$ cat src/rtl/bin_to_bcd_seq.sv
`default_nettype none
// +--------------------------------------------------------------------------+
// | bin_to_bcd_seq : sequential double-dabble converter, binary -> 4 BCD     |
// | digits with atomic registered digit update. Optional: BCD_OVF_BLANK_EN   |
// | Revision: 1.0                                                            |
// +--------------------------------------------------------------------------+
module bin_to_bcd_seq #(
  parameter int BIN_W = 14
) (
  input  logic             clk,
  input  logic             rst,
  input  logic             start,
  input  logic [BIN_W-1:0] bin_in,
  output logic             busy,
  output logic             done,
  output logic [3:0]       units,
  output logic [3:0]       tens,
  output logic [3:0]       hundreds,
  output logic [3:0]       thousands,
  output logic             ovf
);

  localparam int c_CNT_W = $clog2(BIN_W + 1);

  typedef enum logic [1:0] {
    S_IDLE  = 2'd0,
    S_SHIFT = 2'd1,
    S_LOAD  = 2'd2
  } state_t;

  state_t             r_state;
  logic [BIN_W-1:0]   r_bin;
  logic [15:0]        r_scr;
  logic [c_CNT_W-1:0] r_cnt;
  logic               r_ovf_next;
  logic               r_busy;
  logic               r_done;
  logic               r_ovf;
  logic [3:0]         r_units;
  logic [3:0]         r_tens;
  logic [3:0]         r_hundreds;
  logic [3:0]         r_thousands;

  logic               w_ovf_in;
  logic [3:0]         w_adj_u;
  logic [3:0]         w_adj_t;
  logic [3:0]         w_adj_h;
  logic [2:0]         w_adj_th;
  logic [15:0]        w_scr_next;

  function automatic logic [3:0] f_adj(input logic [3:0] d);
    return (d >= 4'd5) ? d + 4'd3 : d;
  endfunction

  assign w_adj_u  = f_adj(r_scr[3:0]);
  assign w_adj_t  = f_adj(r_scr[7:4]);
  assign w_adj_h  = f_adj(r_scr[11:8]);
  // Only the low 3 bits of the adjusted thousands nibble survive the shift.
  assign w_adj_th = r_scr[14:12] + ((r_scr[15:12] >= 4'd5) ? 3'd3 : 3'd0);

  assign w_scr_next = {w_adj_th, w_adj_h, w_adj_t, w_adj_u, r_bin[BIN_W-1]};

  generate
    if (BIN_W > 13) begin : g_ovf_cmp
      assign w_ovf_in = (bin_in > BIN_W'(9999));
    end else begin : g_ovf_none
      assign w_ovf_in = 1'b0;
    end
  endgenerate

  always_ff @(posedge clk or posedge rst) begin
    if (rst) begin
      r_state     <= S_IDLE;
      r_bin       <= '0;
      r_scr       <= '0;
      r_cnt       <= '0;
      r_ovf_next  <= 1'b0;
      r_busy      <= 1'b0;
      r_done      <= 1'b0;
      r_ovf       <= 1'b0;
      r_units     <= 4'd0;
      r_tens      <= 4'd0;
      r_hundreds  <= 4'd0;
      r_thousands <= 4'd0;
    end else begin
      r_done <= 1'b0;
      case (r_state)
        S_IDLE: begin
          if (start) begin
            r_bin      <= bin_in;
            r_scr      <= '0;
            r_cnt      <= c_CNT_W'(BIN_W);
            r_ovf_next <= w_ovf_in;
            r_busy     <= 1'b1;
            r_state    <= S_SHIFT;
          end
        end
        S_SHIFT: begin
          r_scr <= w_scr_next;
          r_bin <= {r_bin[BIN_W-2:0], 1'b0};
          r_cnt <= r_cnt - 1'b1;
          if (r_cnt == c_CNT_W'(1)) begin
            r_state <= S_LOAD;
          end
        end
        S_LOAD: begin
`ifdef BCD_OVF_BLANK_EN
          if (r_ovf_next) begin
            r_units     <= 4'hF;
            r_tens      <= 4'hF;
            r_hundreds  <= 4'hF;
            r_thousands <= 4'hF;
          end else begin
            r_units     <= r_scr[3:0];
            r_tens      <= r_scr[7:4];
            r_hundreds  <= r_scr[11:8];
            r_thousands <= r_scr[15:12];
          end
`else
          r_units     <= r_scr[3:0];
          r_tens      <= r_scr[7:4];
          r_hundreds  <= r_scr[11:8];
          r_thousands <= r_scr[15:12];
`endif
          r_ovf   <= r_ovf_next;
          r_done  <= 1'b1;
          r_busy  <= 1'b0;
          r_state <= S_IDLE;
        end
        default: begin
          r_busy  <= 1'b0;
          r_state <= S_IDLE;
        end
      endcase
    end
  end

  assign busy      = r_busy;
  assign done      = r_done;
  assign ovf       = r_ovf;
  assign units     = r_units;
  assign tens      = r_tens;
  assign hundreds  = r_hundreds;
  assign thousands = r_thousands;

endmodule
`default_nettype wire

$ cat config.mk
export PLATFORM = sky130hd
export DESIGN_NAME = bin_to_bcd_seq
export DESIGN_NICKNAME = d
export VERILOG_FILES = /design/src/rtl/bin_to_bcd_seq.sv
export SDC_FILE = /design/constraint.sdc
export NUM_CORES = 1
export LEC_CHECK = 0
export CAP_MARGIN = 10
export CELL_PAD_IN_SITES_DETAIL_PLACEMENT = 2
export CELL_PAD_IN_SITES_GLOBAL_PLACEMENT = 2
export CORE_UTILIZATION = 38
export DETAILED_ROUTE_END_ITERATION = 16
export GPL_TIMING_DRIVEN = 0
export MAX_ROUTING_LAYER = met4
export PLACE_DENSITY_LB_ADDON = 0.15
export SYNTH_ARGS = -nofsm -noshare
export SYNTH_HDL_FRONTEND = slang
export SYNTH_SLANG_ARGS = --single-unit
$ cat constraint.sdc
create_clock -name clk -period 3.45 [get_ports clk]
set_input_delay 0.69 -clock clk [delete_from_list [all_inputs] [get_ports clk]]
set_output_delay 0.69 -clock clk [all_outputs]
set_load 0.02 [all_outputs]
==> results of run 1 <==
where the power goes:
| part | internal [mW] | switching, mW |
|---|---|---|
| Sequential | 0.921 | 0.214 |
| Clock | 0.139 | 0.211 |
| Combinational | 0.536 | 0.664 |
path summary, 6_finish.rpt:
kind                               end  slack, ns  cells after the start
setup reg to reg             r_scr[10]       1.59                      6
hold / removal             hundreds[1]       0.49                      2
min in group asynchronous     r_cnt[2]       0.70                      2
max in group asynchronous     r_bin[3]       2.19                      3
setup / recovery               tens[1]       1.44                      1
hold reg to reg            hundreds[1]       0.49                      2
state kept, by name, summed over array words and instances, names as in the netlist:
name and count:
r_scr 16, r_bin 14, hundreds 4, r_cnt 4, tens 4, thousands 4, units 4, r_state 2
busy 1, done 1, ovf 1, r_ovf_next 1
per-layer routing:
layer  part of all wire (%)  global-route usage [%]  up-vias  routed length, µm
li1                       -                       -      907                  -
met1                     46                   27.47      987               3140
met2                     51                   36.66       22               3481
met3                    1.9                   2.950        6                129
met4                   0.56                   3.698        0                 38
met5                      0                       -        -                  0
worst reg2reg max path: cells and delay by family (launching register included):
family          cells  cell delay [ns]
compound gates      2             0.52
fa+ha+maj           1             0.22
buf+inv             1             0.14
flops               1             0.43
mux                 1             0.38
simple gates        1             0.08
per-stage QoR:
step           cell area [µm²]  util (%)  hold WS [ns]  std cells  total power [mW]
2_1_floorplan             2590         -        0.4447        241             1.880
3_3_place_gp              3037     47.02        0.4585        353             2.248
3_5_place_dp              3057     47.33        0.4704        354             2.342
4_1_cts                   3134     48.53        0.5014        361             2.723
5_1_grt                   3134     48.53        0.5265        361             2.893
6_report                  3134     48.53        0.4936        361             2.685
layout make-up:
| class | count | area (µm²) |
|---|---|---|
| Multi-Input combinational cell | 162 | 1061 |
| Inverter | 11 | 41.29 |
| Tap cell | 77 | 96.34 |
| Clock inverter | 1 | 5.005 |
| Clock buffer | 6 | 72.57 |
| Buffer | 12 | 86.33 |
| Fill cell | 692 | 3324 |
| Timing Repair Buffer | 36 | 370.4 |
| Sequential cell | 56 | 1401 |
synthesized netlist by cell type (all sizes together):
cell	instances	area (µm²)
a31oi	2	12.51
buf	11	82.58
dfrtp	56	1401
a211oi	2	15.01
o21ai	28	140.1
nor3b	2	26.28
o32ai	3	26.28
nand2b	6	37.54
nor2	3	18.77
a22oi	13	97.59
clkbuf	1	3.750
fa	1	20.02
xnor2	4	35.03
a21oi	3	15.01
and2	1	6.260
nor4	1	6.260
xor2	3	26.28
nand2	49	183.9
o311ai	1	8.760
nor3	4	20.02
inv	11	41.29
ha	9	112.6
mux2	14	183.9
nor2b	1	6.260
o31ai	1	7.510
nand3	11	55.05
kinds of logic (layout without fill, tap and decap cells):
family / after synthesis / in the layout / share of synthesized area, %
adders and majority gates: 10 / 10 / 5.121
muxes: 14 / 14 / 7.102
buffers and inverters: 23 / 66 / 4.927
and+or+nand+nor: 78 / 78 / 13.91
xor gates and xnor gates: 7 / 7 / 2.367
DFF: 56 / 56 / 54.11
AOI/OAI and AO/OA: 53 / 53 / 12.46
==> impl_results.md, run 1 <==
- Die Span X: roughly 85 µm
- Dpl ws: 1.199 ns
- Worst path slowest cell: clkdlybuf4s50_1
- Total GRT Usage: 21.41%
- P_leak: 1.459 nW
- Hpwl dp: 4761 µm
- Worst rel slew slack: 67.05%
- Core Area: 6459 µm²
- CP startpoint kind: flop
- Unrepaired setup endpoints after global routing: no
- DR DRC count: 8
- H-tree Lvls: 2
- Via density: between 5 and 6
- Die ar.: 7150 µm²
- Largest net degree at the start of global routing: 38
- Hold path start: hundreds[1]
- Cell count after synthesis: 241
- Fmax: 0.4975 GHz
- Syn_nets: 268
- Drt pass-1 iters: 10
- Routed Antenna Nets: 0
- Max-Cap Viols: 0
- Layout cell share with drive strength beyond 1: 12.32%
- Failing checks: design-rule violations
- Crit path max-delay family: buffers and inverters
- Final net count: 311
- Final min period: 2.010 ns
- Synth Area per Inst: 10.75 µm²
- Top Ports: 36
- Initial antenna violation count: 0
- RR Startpoint: r_scr[8]
- Row cnt: 29
- CTS tree: built
- HP Class: flop to flop
- Clk_skew: 0.009933 ns
- Max Buffers Root-to-Sink: 2
- Synth cell types: 31
- Kind of critical path: flop to primary output
- Critical path buffers and inverters: 1
- TritonCTS buffer count: 5
- Critical path arrival: around 1.3 ns
- Most common cell after layout, fill and taps aside: dfrtp_1
- Clock Latency Late Sink: 0.31 ns
- Setup_tns: 0 ns
- Clock Tree Root: clkbuf_8
- Final GP Congestion: ~0.74
- Postcts setup bufs: 0
- CP peak stage delay: 0.62 ns
- Period utilisation layout: 58.26%
- Critical Path RT: 2.76 ns
- Total gr overflow: 0
- Starting Density: 40.10%
- Starting DRT DRC Count: 68
- Outcome: finished, violations left
- Beginning of the critical path: tens[1]
- Global-route wire length before repair: 11540 µm
- Synth Register Bits: 56
- Final WS setup: between 1 and 1.5 ns
- Routed via count: a little under 2000
- Height of the die: roughly 85 µm
- Seq/Total Area, Yosys: a little over half
- Cts hold-fix bufs: 0
- Commonest non-fill, non-tap cells in the layout: dfrtp_1, nand2_1, clkdlybuf4s50_1
- # clock sinks: 56
- Diode count: 0
- Max IR drop VDD: 0.0003347 V
- Layout area overhead: 21.01%
- DR WL/cell: between 15 and 20 µm
- YS warnings: 0
- Max FO, Critical Path: 2
- Total power per unit cell area: 856.5 nW/µm²
- CP Cell Sequence: clkdlybuf4s50_1
- Drt total wl: 6788 µm
- Max-slew violations: 0
- CTS clk-pin slew, worst paths: 0.10 ns
- Final hold vios: 0
- Mapped Area: 2590 µm²
- Port Buffers: 35
- Critical path capture point type: primary output
- Setup violations, final: 0
- Vias in the first global route: 2170
- Gates resized, CTS repair: 0
- Worst slew pin tran: ~0.49 ns
(Power assumes the default switching activity.)
==> run 2, diff against run 1 <==
--- a/config.mk
+++ b/config.mk
@@ -8,7 +8,7 @@
 export CAP_MARGIN = 10
 export CELL_PAD_IN_SITES_DETAIL_PLACEMENT = 2
 export CELL_PAD_IN_SITES_GLOBAL_PLACEMENT = 2
-export CORE_UTILIZATION = 38
+export CORE_UTILIZATION = 35
 export DETAILED_ROUTE_END_ITERATION = 16
 export GPL_TIMING_DRIVEN = 0
 export MAX_ROUTING_LAYER = met4
==> constraint.sdc (replaced) <==
create_clock -name clk -period 2.02 [get_ports clk]
set_input_delay 0.404 -clock clk [delete_from_list [all_inputs] [get_ports clk]]
set_output_delay 0.404 -clock clk [all_outputs]
set_load 0.02 [all_outputs]
==> run 2 against run 1 <==
Net effect: the run now ends clean; die area rose by 8.4%; register-to-register slack got worse by 1.4 ns; via count rose by 0.73%; highest routed layer unchanged; largest power group unchanged; cell area grew 1.8%.
==> impl_results.md, run 2 (synthesis results as in run 1) <==
- Routed Antenna Nets: 0 (unchanged)
- Max Buffers Root-to-Sink: 2 (unchanged)
- Initial antenna violation count: 0 (unchanged)
- Gates resized, CTS repair: 0 (unchanged)
- Cts hold-fix bufs: 0 (unchanged)
- Critical Path RT: 2.25 ns (-0.51 ns)
- Kind of critical path: flop to flop
- Final hold vios: 0 (unchanged)
- Fmax: 0.5422 GHz
- Top flop regs: r_scr (16), r_bin (14)
- Height of the die: 88.02 µm (+4.1%)
- Drt total wl: 6786 µm (about the same)
- Period utilisation layout: about nine tenths
- TritonCTS buffer count: 5 (unchanged)
- Total gr overflow: 0 (unchanged)
- Largest net degree at the start of global routing: 36 (-5.3%)
- Final non-filler cell area: 3192 µm² (+1.8%)
- Outcome: finished, final reports clean
- Row cnt: 30 (+3.4%)
- Filler cells: 760 (+9.8%)
- Port Buffers: 35 (unchanged)
- Layout cell share with drive strength beyond 1: 12.98% (+0.66 points)
- P_leak: 1.472 nW (+0.90%)
- Total GRT Usage: 19.86% (-1.6 points)
- Top Ports: 36 (unchanged)
- Final min period: ~1.8 ns
- Max reg flops: 16 (unchanged)
- CTS clk-pin slew, worst paths: 0.11 ns (about the same)
- FF-to-FF setup slack: 0.18 ns (-1.41 ns)
- Unrepaired setup endpoints after global routing: no
- Starting DRT DRC Count: 71 (+4.4%)
- DR DRC count: 0 (-8)
- Diode count: 0 (unchanged)
- Max-Cap Viols: 0 (unchanged)
- Starting Density: 37.10% (-3.0 points)
- Vias in the first global route: 2129 (-1.9%)
- Via density: 5.081 (-4.6%)
- DR WL/cell: 17.81 µm (-5.3%)
- # clock sinks: 56 (unchanged)
- Final net count: 311 (unchanged)
- Total power per unit cell area: 1473 nW/µm² (+72%)
- Layout area overhead: 23.24%
- Die Span X: 88.02 µm (+4.1%)
- HP Class: input pin to asynchronous set/reset pin
- Setup_tns: 0 ns (unchanged)
- Commonest non-fill, non-tap cells in the layout: dfrtp_1, nand2_1, clkdlybuf4s50_1
- Core Area: 6982 µm² (+8.1%)
- Postcts setup bufs: 0 (unchanged)
- Drt pass-1 iters: 4 (-6)
- CTS tree: built
- Worst slew pin tran: 0.5147 ns (+0.02097 ns)
- Die ar.: 7748 µm² (+8.4%)
- Critical path arrival: 2.07 ns (+0.75 ns)
- Worst rel slew slack: 65.64% (-1.4 points)
- Critical path capture point type: flop
- Clk_skew: 0.007426 ns (-0.002508 ns)
- H-tree Lvls: 2 (unchanged)
- Max FO, Critical Path: 4 (+2)
- Routed via count: 1936 (+0.73%)
- Clock Tree Root: clkbuf_8
- Global-route wire length before repair: 11190 µm (-3.0%)
- Most common cell after layout, fill and taps aside: dfrtp_1
- Max IR drop VDD: 0.0005233 V (+56%)
- CP startpoint kind: flop
- Largest reg by FF count: r_scr
- Hpwl dp: 4779 µm (+0.39%)
- Final GP Congestion: 0.7776 (+4.7%)
- Setup violations, final: 0 (unchanged)
- Clock Latency Late Sink: 0.31 ns (about the same)
- Post-placement cell area: 3080 µm² (+0.78%)
- Max-slew violations: 0 (unchanged)
## run 2: final timing paths
check | cells past startpoint | endpoint | start
worst max-delay path | 6 | r_scr[2] | r_scr[0]
worst min-delay path | 2 | r_scr[6] | rst
worst max register to register | 6 | r_scr[2] | r_scr[0]
worst min register to register | 2 | r_bin[13] | r_bin[13]
max in group asynchronous | 3 | hundreds[1] | rst
min in group clk | 2 | r_bin[13] | r_bin[13]
## run 2: metal layers
metal,track usage (%),vias to the layer above,wire length (µm)
met1,24.78,998,3166
met5,-,-,0
met2,33.90,27,3431
met4,4.399,0,40
li1,-,907,-
met3,3.205,4,147
## run 2: layout make-up
type | instances | area [µm²] | area share [%]
flip-flops and latches | 56 | 1401 | 43.90
multi-input cells | 162 | 1061 | 33.24
repair buffers | 36 | 370.4 | 11.60
plain buffers | 12 | 86.33 | 2.705
clock buffers | 5 | 68.82 | 2.156
inverters | 11 | 41.29 | 1.294
well taps | 96 | 120.1 | 3.763
clock inverters | 3 | 42.54 | 1.333
## run 2: through the flow
stage	hold slack, ns	util, %	std cells	worst slack, ns	total power [mW]
4_1_cts	0.4532	45.72	381	0.1679	4.784
3_5_place_dp	0.4673	44.12	373	0.03190	3.991
3_3_place_gp	0.4606	43.84	372	-0.9223	3.857
6_report	0.4382	45.72	381	0.1758	4.702
5_1_grt	0.4778	45.72	381	0.005369	5.070
2_1_floorplan	0.4447	-	241	0.2447	3.211
## run 2: worst max-delay path, stage by stage, from the launching register on
cell and delay, ns:
dfrtp_1 0.42, inv_1 0.17, ha_1 0.25, nand2b_1 0.08, a21oi_1 0.31, mux2_2 0.38
o21ai_0 0.15
## run 2: where the power goes
group | switching (mW) | internal (mW)
registers | 0.350 | 1.57
clock network | 0.382 | 0.368
logic | 1.12 | 0.911
==> run 3, diff against run 2 <==
--- a/config.mk
+++ b/config.mk
@@ -12,7 +12,8 @@
 export DETAILED_ROUTE_END_ITERATION = 16
 export GPL_TIMING_DRIVEN = 0
 export MAX_ROUTING_LAYER = met4
-export PLACE_DENSITY_LB_ADDON = 0.15
+export PLACE_DENSITY = 0.86
+export SKIP_CTS_REPAIR_TIMING = 1
 export SYNTH_ARGS = -nofsm -noshare
 export SYNTH_HDL_FRONTEND = slang
 export SYNTH_SLANG_ARGS = --single-unit
==> run 3 against run 2 <==
Net effect: non-clock buffer count unchanged; largest cell class unchanged; count of clock-buffer cells in the layout up 2; critical endpoint is now r_scr[6]; global-route usage up 0.96 points.
==> impl_results.md, run 3 (synthesis results as in run 1) <==
- FF-to-FF setup slack: 0.12 ns (-0.05 ns)
- Register area: 1401 µm² (unchanged)
- Clk_skew: 0.01042 ns (+0.002999 ns)
- Global-route wire length before repair: 11630 µm (+3.9%)
- Via density: 5.160 (+1.5%)
- DR DRC count: 0 (unchanged)
- Initial antenna violation count: 0 (unchanged)
- Busiest grt layer: met2
- Diode count: 0 (unchanged)
- Height of the die: 88.02 µm (unchanged)
- Total gr overflow: 0 (unchanged)
- Clock Tree Root: clkbuf_8
- Final hold vios: 0 (unchanged)
- Total GRT Usage: 20.82% (+0.96 points)
- Post-placement cell area: 3080 µm² (unchanged)
- CTS tree: built
- Starting DRT DRC Count: 95 (+34%)
- Global Route met1 Usage: 25.60% (+0.82 points)
- TritonCTS buffer count: 5 (unchanged)
- Routed via count: 1966 (+1.5%)
- Worst slew pin tran: 0.5875 ns (+0.07285 ns)
- Final GP Congestion: 0.7812 (+0.46%)
- Die Span X: 88.02 µm (unchanged)
- Final min period: 1.899 ns (+0.05442 ns)
- Max reg flops: 16 (unchanged)
- Layout area overhead: 22.56%
- Met3 Track Usage GR: 2.828% (-0.38 points)
- Top Ports: 36 (unchanged)
- Worst rel slew slack: 60.78% (-4.9 points)
- Largest net degree at the start of global routing: 32 (-11%)
- Dpl ws: 0.07862 ns (+0.04672 ns)
- Final WS setup: 0.1214 ns (-0.05442 ns)
- Routed Antenna Nets: 0 (unchanged)
- Critical path arrival: 2.12 ns (+0.05 ns)
- HP Class: input pin to asynchronous set/reset pin
- Drt pass-1 iters: 4 (unchanged)
- Max-slew violations: 0 (unchanged)
- H-tree Lvls: 2 (unchanged)
- Outcome: finished, final reports clean
- R2r endpoint: r_scr[6]
- Starting Density: 37.10% (unchanged)
- Commonest non-fill, non-tap cells in the layout: dfrtp_1, nand2_1, clkdlybuf4s50_1
- Drt total wl: 6980 µm (+2.9%)
- P_leak: 1.462 nW (-0.66%)
- CP startpoint kind: flop
- Period utilisation layout: 93.99% (+2.7 points)
- Kind of critical path: flop to flop
- Row cnt: 30 (unchanged)
- WHS: 0.4676 ns (+0.02944 ns)
- Max Buffers Root-to-Sink: 2 (unchanged)
- RR Startpoint: r_scr[4]
- Unrepaired setup endpoints after global routing: no
- Area of the multi-input gates: 1061 µm² (unchanged)
- Port Buffers: 35 (unchanged)
- Layout cell share with drive strength beyond 1: 12.63% (-0.35 points)
- # clock sinks: 56 (unchanged)
- Clock Latency Late Sink: 0.31 ns (about the same)
- Filler cells: 756 (-0.53%)
- Final non-filler cell area: 3174 µm² (-0.55%)
- Hpwl dp: 5108 µm (+6.9%)
- Core Area: 6982 µm² (unchanged)
- Max-Cap Viols: 0 (unchanged)
- Die ar.: 7748 µm² (unchanged)
- Setup violations, final: 0 (unchanged)
- Max IR drop VDD: 0.0004480 V (-14%)
- Critical path capture point type: flop
- Most common cell after layout, fill and taps aside: dfrtp_1
- DR WL/cell: 18.32 µm (+2.9%)
- R2R cell count: 6 (unchanged)
- Total power per unit cell area: 1471 nW/µm² (-0.15%)
- CTS clk-pin slew, worst paths: 0.10 ns (about the same)
- Final net count: 311 (unchanged)
- Largest reg by FF count: r_scr
- GR Util met2: 35.38% (+1.5 points)
- Fmax: 0.5267 GHz (-2.9%)
- Critical Path RT: 2.24 ns (about the same)
- Top flop regs: r_scr (16), r_bin (14)
- Max FO, Critical Path: 4 (unchanged)
- Vias in the first global route: 2243 (+5.4%)
-- run 3: cell count changes in the layout (fill, tap and decap cells not counted) --
| cell | delta |
|---|---|
| bufinv_16 | -1 |
| clkbuf_1 | +1 |
| clkbuf_8 | +1 |
| clkinv_2 | -1 |
-- run 3: critical path, cell delays in order (launching register included) --
cell,delay [ns]
dfrtp_1,0.44
inv_1,0.16
ha_1,0.25
nand2b_1,0.07
a21oi_1,0.33
mux2_2,0.38
o21ai_0,0.19
-- run 3: worst max-delay path by stage --
stage | from | endpoint | cells after the start
2_1_floorplan | rst | busy | 1
3_3_place_gp | rst | r_bin[2] | 2
3_5_place_dp | start | r_bin[7] | 6
4_1_cts | r_scr[4] | r_scr[6] | 6
5_1_grt | r_scr[0] | r_scr[2] | 6
6_report | r_scr[4] | r_scr[6] | 6
-- run 3: cell type report --
class | instances | area share (%)
Sequential cell | 56 | 44.15
Multi-Input combinational cell | 162 | 33.43
Timing Repair Buffer | 36 | 11.67
Tap cell | 96 | 3.784
Clock buffer | 7 | 2.720
Buffer | 12 | 2.720
Inverter | 11 | 1.301
Clock inverter | 1 | 0.2365
-- run 3: report_power, final --
group / switching, mW / total [mW] / internal (mW)
sequential: 0.383 / 1.96 / 1.57
clock: 0.372 / 0.652 / 0.280
combinational: 1.14 / 2.06 / 0.917
-- run 3: through the flow --
stage	setup TNS, ns	cells	total power, mW	utilization, %
6_report	0	381	4.669	45.47
5_1_grt	0	381	5.021	45.47
4_1_cts	0	381	4.734	45.47
3_5_place_dp	0	373	4.046	44.12
3_3_place_gp	-47.19	372	3.819	43.84
2_1_floorplan	0	241	3.211	-
-- run 3: per-layer routing --
| metal | routed length [µm] | share of wire (%) | vias up |
|---|---|---|---|
| met1 | 3133 | 45 | 1019 |
| met5 | 0 | 0 | - |
| li1 | - | - | 911 |
| met3 | 121 | 1.7 | 9 |
| met2 | 3612 | 52 | 27 |
| met4 | 112 | 1.6 | 0 |
